## config.mk

```make
export PLATFORM = sky130hd
export DESIGN_NAME = wb_stream_writer
export DESIGN_NICKNAME = d
export VERILOG_FILES = /design/src/rtl/wb_stream_writer.sv
export SDC_FILE = /design/constraint.sdc
export NUM_CORES = 2
export LEC_CHECK = 0
export ABC_AREA = 0
export BUFFER_PORTS_ARGS = -buffer_cell sky130_fd_sc_hd__buf_2
export CELL_PAD_IN_SITES_DETAIL_PLACEMENT = 1
export CELL_PAD_IN_SITES_GLOBAL_PLACEMENT = 2
export CORE_ASPECT_RATIO = 0.75
export CORE_MARGIN = 3
export CORE_UTILIZATION = 53
export CTS_BUF_LIST = sky130_fd_sc_hd__clkbuf_4 sky130_fd_sc_hd__clkbuf_8
export DETAILED_ROUTE_END_ITERATION = 10
export GPL_TIMING_DRIVEN = 0
export PLACE_DENSITY_LB_ADDON = 0.12
export SLEW_MARGIN = 40
export SYNTH_ARGS = -nofsm -noshare
export SYNTH_HDL_FRONTEND = slang
export SYNTH_MEMORY_MAX_BITS = 65536
export SYNTH_SLANG_ARGS = --single-unit
```

## constraint.sdc

```tcl
create_clock -name clk -period 4.9 [get_ports clk]
set_input_delay 0.245 -clock clk [delete_from_list [all_inputs] [get_ports clk]]
set_output_delay 0.245 -clock clk [all_outputs]
set_load 0.05 [all_outputs]
```

## src/rtl/wb_stream_writer.sv

```systemverilog
// wb_stream_writer: Wishbone burst-read DMA that streams a memory buffer out over valid/ready.
module wb_stream_writer #(
  parameter int WB_AW = 32,
  parameter int WB_DW = 32,
  parameter int FIFO_AW = 7,
  parameter int MAX_BURST_LEN = 16
) (
  input  logic             clk,
  input  logic             rst,
  output logic [WB_AW-1:0] wbm_adr_o,
  output logic [WB_DW-1:0] wbm_dat_o,
  output logic [3:0]       wbm_sel_o,
  output logic             wbm_we_o,
  output logic             wbm_cyc_o,
  output logic             wbm_stb_o,
  output logic [2:0]       wbm_cti_o,
  output logic [1:0]       wbm_bte_o,
  input  logic [WB_DW-1:0] wbm_dat_i,
  input  logic             wbm_ack_i,
  input  logic             wbm_err_i,
  output logic [WB_DW-1:0] m_data_o,
  output logic             m_valid_o,
  input  logic             m_ready_i,
  output logic             m_last_o,
  output logic             irq_o,
  input  logic [4:0]       wbs_adr_i,
  input  logic [31:0]      wbs_dat_i,
  output logic [31:0]      wbs_dat_o,
  input  logic [3:0]       wbs_sel_i,
  input  logic             wbs_we_i,
  input  logic             wbs_cyc_i,
  input  logic             wbs_stb_i,
  input  logic [2:0]       wbs_cti_i,
  input  logic [1:0]       wbs_bte_i,
  output logic             wbs_ack_o
);
  localparam int CW = FIFO_AW + 1;
  localparam int DEPTH = 2 ** FIFO_AW;
  typedef enum logic [2:0] {S_IDLE, S_WAIT, S_BURST, S_DRAIN, S_DONE} state_t;
  state_t r_state, w_next;
  logic r_ack, r_irq_en, r_irq_pend, r_err;
  logic [31:0] r_rdat, r_size, r_fetch_rem, w_rd;
  logic [WB_AW-1:0] r_start_adr, r_adr;
  logic [CW-1:0] r_beats, r_cnt, w_burst, w_free;
  logic [FIFO_AW-1:0] r_wp, r_rp;
  logic [WB_DW:0] r_mem [DEPTH];
  logic w_req, w_wr, w_ctrl_wr, w_start, w_bus, w_push, w_pop, w_valid, w_err, w_last_beat, w_busy;
  logic [2:0] w_ra;
  logic w_unused;
  assign w_unused = &{1'b0, wbs_adr_i[1:0], wbs_sel_i, wbs_cti_i, wbs_bte_i};
  assign w_req = wbs_cyc_i & wbs_stb_i & !r_ack;
  assign w_ra = wbs_adr_i[4:2];
  assign w_wr = w_req & wbs_we_i;
  assign w_ctrl_wr = w_wr & (w_ra == 3'd0);
  assign w_busy = r_state != S_IDLE;
  assign w_start = w_ctrl_wr & wbs_dat_i[0] & !w_busy;
  assign w_bus = r_state == S_BURST;
  assign w_err = w_bus & wbm_err_i;
  assign w_push = w_bus & wbm_ack_i & !wbm_err_i;
  assign w_last_beat = r_beats == CW'(1);
  assign w_valid = r_cnt != '0;
  assign w_pop = w_valid & m_ready_i;
  assign w_burst = (r_fetch_rem < 32'(MAX_BURST_LEN)) ? r_fetch_rem[CW-1:0] : CW'(MAX_BURST_LEN);
  assign w_free = CW'(DEPTH) - r_cnt;
  assign wbm_dat_o = '0;
  assign wbm_we_o = 1'b0;
  assign wbm_bte_o = 2'b00;
  assign m_valid_o = w_valid;
  assign m_data_o = w_valid ? r_mem[r_rp][WB_DW-1:0] : '0;
  assign m_last_o = w_valid & r_mem[r_rp][WB_DW];
  assign irq_o = r_irq_pend & r_irq_en;
  assign wbs_ack_o = r_ack;
  assign wbs_dat_o = r_rdat;
  always_ff @(posedge clk)
    if (rst) r_state <= S_IDLE;
    else r_state <= w_next;
  always_comb begin
    w_next = r_state;
    case (r_state)
      S_IDLE:  if (w_start) w_next = (r_size == '0) ? S_DONE : S_WAIT;
      S_WAIT:  if (w_free >= w_burst) w_next = S_BURST;
      S_BURST: if (w_err) w_next = S_DONE;
               else if (w_push & w_last_beat) w_next = (r_fetch_rem == 32'd1) ? S_DRAIN : S_WAIT;
      S_DRAIN: if (w_pop & m_last_o) w_next = S_DONE;
      default: w_next = S_IDLE;
    endcase
  end
  always_comb begin
    wbm_cyc_o = w_bus;
    wbm_stb_o = w_bus;
    wbm_sel_o = w_bus ? 4'hF : 4'h0;
    wbm_adr_o = w_bus ? r_adr : '0;
    wbm_cti_o = !w_bus ? 3'b000 : w_last_beat ? 3'b111 : 3'b010;
  end
  always_comb
    w_rd = (w_ra == 3'd0) ? {29'b0, r_err, r_irq_pend, w_busy} :
           (w_ra == 3'd1) ? 32'(r_start_adr) :
           (w_ra == 3'd2) ? r_size :
           (w_ra == 3'd3) ? {31'b0, r_irq_en} : 32'b0;
  always_ff @(posedge clk) begin
    if (rst) begin
      r_ack <= 1'b0;
      r_rdat <= '0;
      r_start_adr <= '0;
      r_size <= '0;
      r_irq_en <= 1'b0;
      r_irq_pend <= 1'b0;
      r_err <= 1'b0;
      r_adr <= '0;
      r_fetch_rem <= '0;
      r_beats <= '0;
      r_wp <= '0;
      r_rp <= '0;
      r_cnt <= '0;
    end else begin
      r_ack <= w_req;
      if (w_req) r_rdat <= w_rd;
      if (w_wr & (w_ra == 3'd1)) r_start_adr <= {wbs_dat_i[WB_AW-1:2], 2'b00};
      if (w_wr & (w_ra == 3'd2)) r_size <= wbs_dat_i;
      if (w_wr & (w_ra == 3'd3)) r_irq_en <= wbs_dat_i[0];
      // a DONE cycle wins over a simultaneous software clear
      if (r_state == S_DONE) r_irq_pend <= 1'b1;
      else if (w_ctrl_wr & wbs_dat_i[1]) r_irq_pend <= 1'b0;
      if (w_start) begin
        r_adr <= r_start_adr;
        r_fetch_rem <= r_size;
        r_err <= 1'b0;
      end
      if (w_err) r_err <= 1'b1;
      if ((r_state == S_WAIT) & (w_next == S_BURST)) r_beats <= w_burst;
      if (w_push) begin
        r_adr <= r_adr + WB_AW'(4);
        r_fetch_rem <= r_fetch_rem - 32'd1;
        r_beats <= r_beats - CW'(1);
      end
      if (w_err) begin
        r_wp <= '0;
        r_rp <= '0;
        r_cnt <= '0;
      end else begin
        if (w_push) r_wp <= r_wp + FIFO_AW'(1);
        if (w_pop) r_rp <= r_rp + FIFO_AW'(1);
        r_cnt <= r_cnt + CW'(w_push) - CW'(w_pop);
      end
    end
  end
  // the word fetched while one beat of the buffer remains carries the last flag
  always_ff @(posedge clk)
    if (w_push) r_mem[r_wp] <= {r_fetch_rem == 32'd1, wbm_dat_i};
endmodule

```

# Word level (Yosys, flattened, before mapping)
# Memories as Yosys holds them, arrays and structs flattened. A register that Yosys moved wholly into a read port is not among the register bits.
# Index checks and enable logic that the tools add are counted.
# classes
div_mod_pow,0
n_eq_ne,10
add_sub_neg,8
mux,32
order_cmp,2
shift,0
reduce_logical,13
multipliers,0
n_bitwise,19
# op_table
operator,count
$mux 32,9
$add 32x3->32 const B,1
$eq 32x1->1 const B,1
$logic_not 32->1,1
$lt 32x5->1 const B,1
$sub 32x1->32 const B,1
$mux 3,8
$mux 8,3
$and 1x1->1,19
$eq 3x2->1 const B,5
$add 7x1->7 const B,2
$mux 7,2
$pmux 3 s4,1
$add 8x1->8,1
$eq 8x1->1 const B,1
$ge 8x8->1,1
$reduce_bool 2->1,4
$reduce_bool 8->1,1
$sub 8x1->8,1
$sub 8x1->8 const B,1
$sub 8x8->8 const A,1
$mux 1,7
$eq 3x1->1 const B,2
$logic_not 3->1,2
6 further kinds,8
# word_totals
ram_bits,4224
output_inout_bits,144
ff_bits,195
memories,1
latchBits,0
rom_bits,0
# mem_list
name,depth,width,read_ports,rd_ports_with_merged_regs,write_ports,line,text
r_mem,128,33,1,1,1,46,logic [WB_DW:0] r_mem [DEPTH];

# Logic depth before layout (Yosys ltp)
# logic_depth
depth_word,12
depth_mapped,20
depth_no_buf,17

# Least setup slack after synthesis
# OpenSTA, ideal clock, no wires.
# synth_timing
kind,flip-flop to flip-flop
start,reg r_fetch_rem[26]
end,"mem r_mem[0][32] (netlist bit), data pin"
required_ns,4.364
setup_time_ns,0.536
synth_period_minus_slack_ns,4.051
n_path_buf,0
stages_incl_launch_ff,6
setup_slack_ns,0.849
t_arrival_ns,3.515
path_cell_list,dfxtp_1 > or3_1 > or3_1 > or3b_2 > nor2_4 > and3_1
# synth_via
elab_chain_len,1
# synth_lines
element,line,text
from (decl),42,"logic [31:0] r_rdat, r_size, r_fetch_rem, w_rd;"
from (signal assigned),126,r_fetch_rem <= r_size;
from (signal assigned),133,r_fetch_rem <= r_fetch_rem - 32'd1;
$eq 32x1->1,149,"if (w_push) r_mem[r_wp] <= {r_fetch_rem == 32'd1, wbm_dat_i};"
to (decl),46,
# Every way passes these cells.

==> metrics.cfg <==
[place]
gp_congestion=0.9001
io_buffers=178
place_inst=12348
hpwl_mm=358.3
dpl_worst_slack_ns=-0.5336

[detailed_routing]
via_per_inst=6.585
ant_nets=0
drt_first_iter_violations=14186
routed_wl_mm=520.1
wl_per_cell_um=38.04
drc=0
vias=90033
drtPass1Iterations=6

[yosys]
synth_edf_count=4224
yosysMostFrequentCell=edfxtp_1
synth_seq_cells=4424
avgSynthCellArea_um2=22.61
synth.area.top_cells=edfxtp_1 74%, mux4_2 17%, dfxtp_1 2.3%, mux2i_1 0.82%, nor2_1 0.60%
netlist_top_cells_count=4,224 x edfxtp_1, 1,313 x mux4_2, 272 x nor2_1
netlist-cell-type-count=71
synth_top_area_share=0.7433
ys.warnings.count=0
synth_top_cell_by_area=edfxtp_1
seq_area_frac_synth=0.7668
synthCells=7548
synth_flop_cell=edfxtp_1
syn_area_um2=170600
synthArstFlopShare=0

[timing]
hold_ws_ns=0.1033
finalSetupViolations=2
fmax_ghz=0.2033
max_slew.worst_pin.slew_ns=0.9324
post-route-period-util=1.004
slew_viol_final=0
rsz0062_at_grt=true
setup_ws_ns=-0.01961
hold_violations=0
fin_crit_ns=4.920
worst_slew_margin_rel=0.3784
skew_ns=0.05012

[finish]
areaGrowthSynthToFinish_pct=18.48
fin_nets=9012
drive_gt1_frac=0.3763
stdcell_count=13672

[hold_path]
min_path_type=input pin to flop
holdCritStartpoint=wbm_err_i

[critical_path]
cp.required_ns=4.66
slowest_delay_ns=0.57
path_class=flop to primary output
cp_max_fo=10
cp-end-kind=primary output
crit_arrival_ns=4.67
crit_slowest_cell=mux4_2
startpoint_type=flop
path_cells=buf_6, bufbuf_16, buf_16, buf_16, mux4_2, mux4_2, mux2i_1, o22ai_4, or2_4, buf_2
rr_startpoint=r_state[2]$_SDFF_PP0_

[power_and_ir_drop]
leakagePower_uw=0.06267
clock_power_share=0.344
p_sw_uw=23370
power_frac_seq=0.476
p_int_uw=63650
max-vdd-ir-drop_mv=0.3202
power_uw=87020
pwr-share-comb=0.180
power_density_nw_per_um2=430.4
switching_share=0.2686

[global_route]
grt_antenna_before_repair=38
grt_pass1_wl_mm=727.3
grt_max_degree=95
grt_overflow=0
track_usage=0.3185
grt_pass1_vias=91668

[clock_network]
clk_path_buf_depth=4
cts_tree=yes
cts.sinks=4424
numCtsBuffers=666
clk_latency_ns=1.13
cts.clk_slew.worst_paths_ns=0.07
htreeDepth=6
ctsRootBufferMaster=clkbuf_8

[die]
die_w_um=661.2
rows=179
ios=230
dieHeight_um=497.4
coreArea_um2=318700
initial_core_util=0.5354
die_area_um2=328900

[status]
status=complete, but fails checks
violations=setup timing

[job]
maxCapViolations=0

==> critical path: cells and delay by family, from the launching register on <==
kind / cells / cell delay, ns
multiplexers: 3 / 1.43
buffers and inverters: 5 / 1.19
AND/OR/NAND/NOR: 1 / 0.35
flip-flops: 1 / 0.33
AO/OA/AOI/OAI: 1 / 0.18
==> final cells by class <==
| cell class | count | area (um^2) |
|---|---|---|
| Inverter | 31 | 116.4 |
| Clock buffer | 917 | 11210 |
| Multi-Input combinational cell | 2669 | 39910 |
| Buffer | 461 | 3691 |
| Fill cell | 25572 | 116500 |
| Sequential cell | 4424 | 130800 |
| Tap cell | 4253 | 5321 |
| Antenna cell | 9 | 22.52 |
| Clock inverter | 266 | 1570 |
| Timing Repair Buffer | 642 | 9475 |
==> worst paths after layout <==
check | end | slack (ns) | cells after the start
worst min register to register | wbs_dat_o[0]$_SDFFE_PP0P_ | 0.47 | 2
worst max-delay path | m_data_o[22] | -0.02 | 10
worst min-delay path | r_err$_SDFFE_PP0P_ | 0.10 | 4
worst max register to register | r_mem[38][4]$_DFFE_PP_ | 0.05 | 12
==> per-layer routing <==
metal | GRT usage | routed length, um
met1 | 0.4810 | 207800
met2 | 0.4637 | 233500
met3 | 0.07643 | 60470
met4 | 0.1037 | 18270
met5 | 0 | 129
==> logic make-up (layout without fill, tap and decap cells) <==
| logic type | after synthesis | in the layout | synth area share |
|---|---|---|---|
| DFF | 4424 | 4424 | 0.7668 |
| muxes | 1459 | 1459 | 0.1819 |
| adders and majority gates | 31 | 31 | 0.002317 |
| xor gates and xnor gates | 23 | 23 | 0.001181 |
| other | 2 | 49 | 0.00004401 |
| AOI/OAI and AO/OA | 357 | 357 | 0.01315 |
| and+or+nand+nor | 759 | 759 | 0.02061 |
| buffers and inverters | 493 | 2317 | 0.01400 |
==> per-stage QoR <==
| step | setup TNS, ns | util | instance area (um^2) |
|---|---|---|---|
| 2_1_floorplan | 0 | - | 170800 |
| 3_3_place_gp | -9978.12 | 0.5554 | 177000 |
| 3_5_place_dp | -149.29 | 0.5817 | 185400 |
| 4_1_cts | -0.009995 | 0.6335 | 201900 |
| 5_1_grt | -0.4273 | 0.6343 | 202200 |
| 6_report | -0.02735 | 0.6344 | 202200 |
==> power groups by stage <==
stage	combinational, uW	sequential, uW	clock, uW
final	15600	41500	29900
after global routing	16200	41400	32000
after CTS	15600	41500	30300
after detailed placement	14300	42300	0
after global placement	13800	42300	0
after floorplan	8570	42300	0
==> what timing repair did <==
| item | CTS | global route |
|---|---|---|
| endpoints found under the setup margin | 874 | 230 |
| setup buffers | 14 | 4 |
| hold buffers | 111 | 0 |
| cloned | 2 | 0 |
| hold endpoints to repair | 4192 | 0 |
| pin swaps | 9 | 8 |
| resized for setup | 612 | 42 |
==> sequential cells by signal, summed over array words and instances, names as in the netlist, named ones only <==
register	flops
wbs_dat_o	32
r_cnt	8
r_fetch_rem	32
r_irq_pend	1
r_rp	7
r_size	32
r_adr	30
r_wp	7
r_start_adr	30
wbs_ack_o	1
r_mem	4224
r_state	3
r_err	1
r_irq_en	1
r_beats	8
==> layout by cell type (no fill, tap or decap), drive strengths merged, types with 7 or more instances in the layout <==
| cell | count |
|---|---|
| edfxtp | 4224 |
| mux4 | 1313 |
| clkbuf | 1146 |
| buf | 759 |
| nor2 | 273 |
| clkinv | 221 |
| nand2 | 209 |
| dfxtp | 200 |
| a21oi | 142 |
| mux2i | 140 |
| dlygate4sd3 | 111 |
| o22ai | 66 |
| nor3 | 54 |
| inv | 51 |
| nand3 | 43 |
| conb | 40 |
| o21ai | 39 |
| a221oi | 36 |
| or2 | 36 |
| and2 | 34 |
| ha | 30 |
| nor4 | 26 |
| nand4 | 13 |
| xnor2 | 13 |
| clkinvlp | 13 |
| or3 | 12 |
| bufinv | 12 |
| a31oi | 11 |
| nor2b | 10 |
| xor2 | 10 |
| and3 | 10 |
| diode | 9 |
| nand3b | 8 |
| nor3b | 7 |
| a22oi | 7 |
| o311ai | 7 |
(Power assumes the default switching activity.)
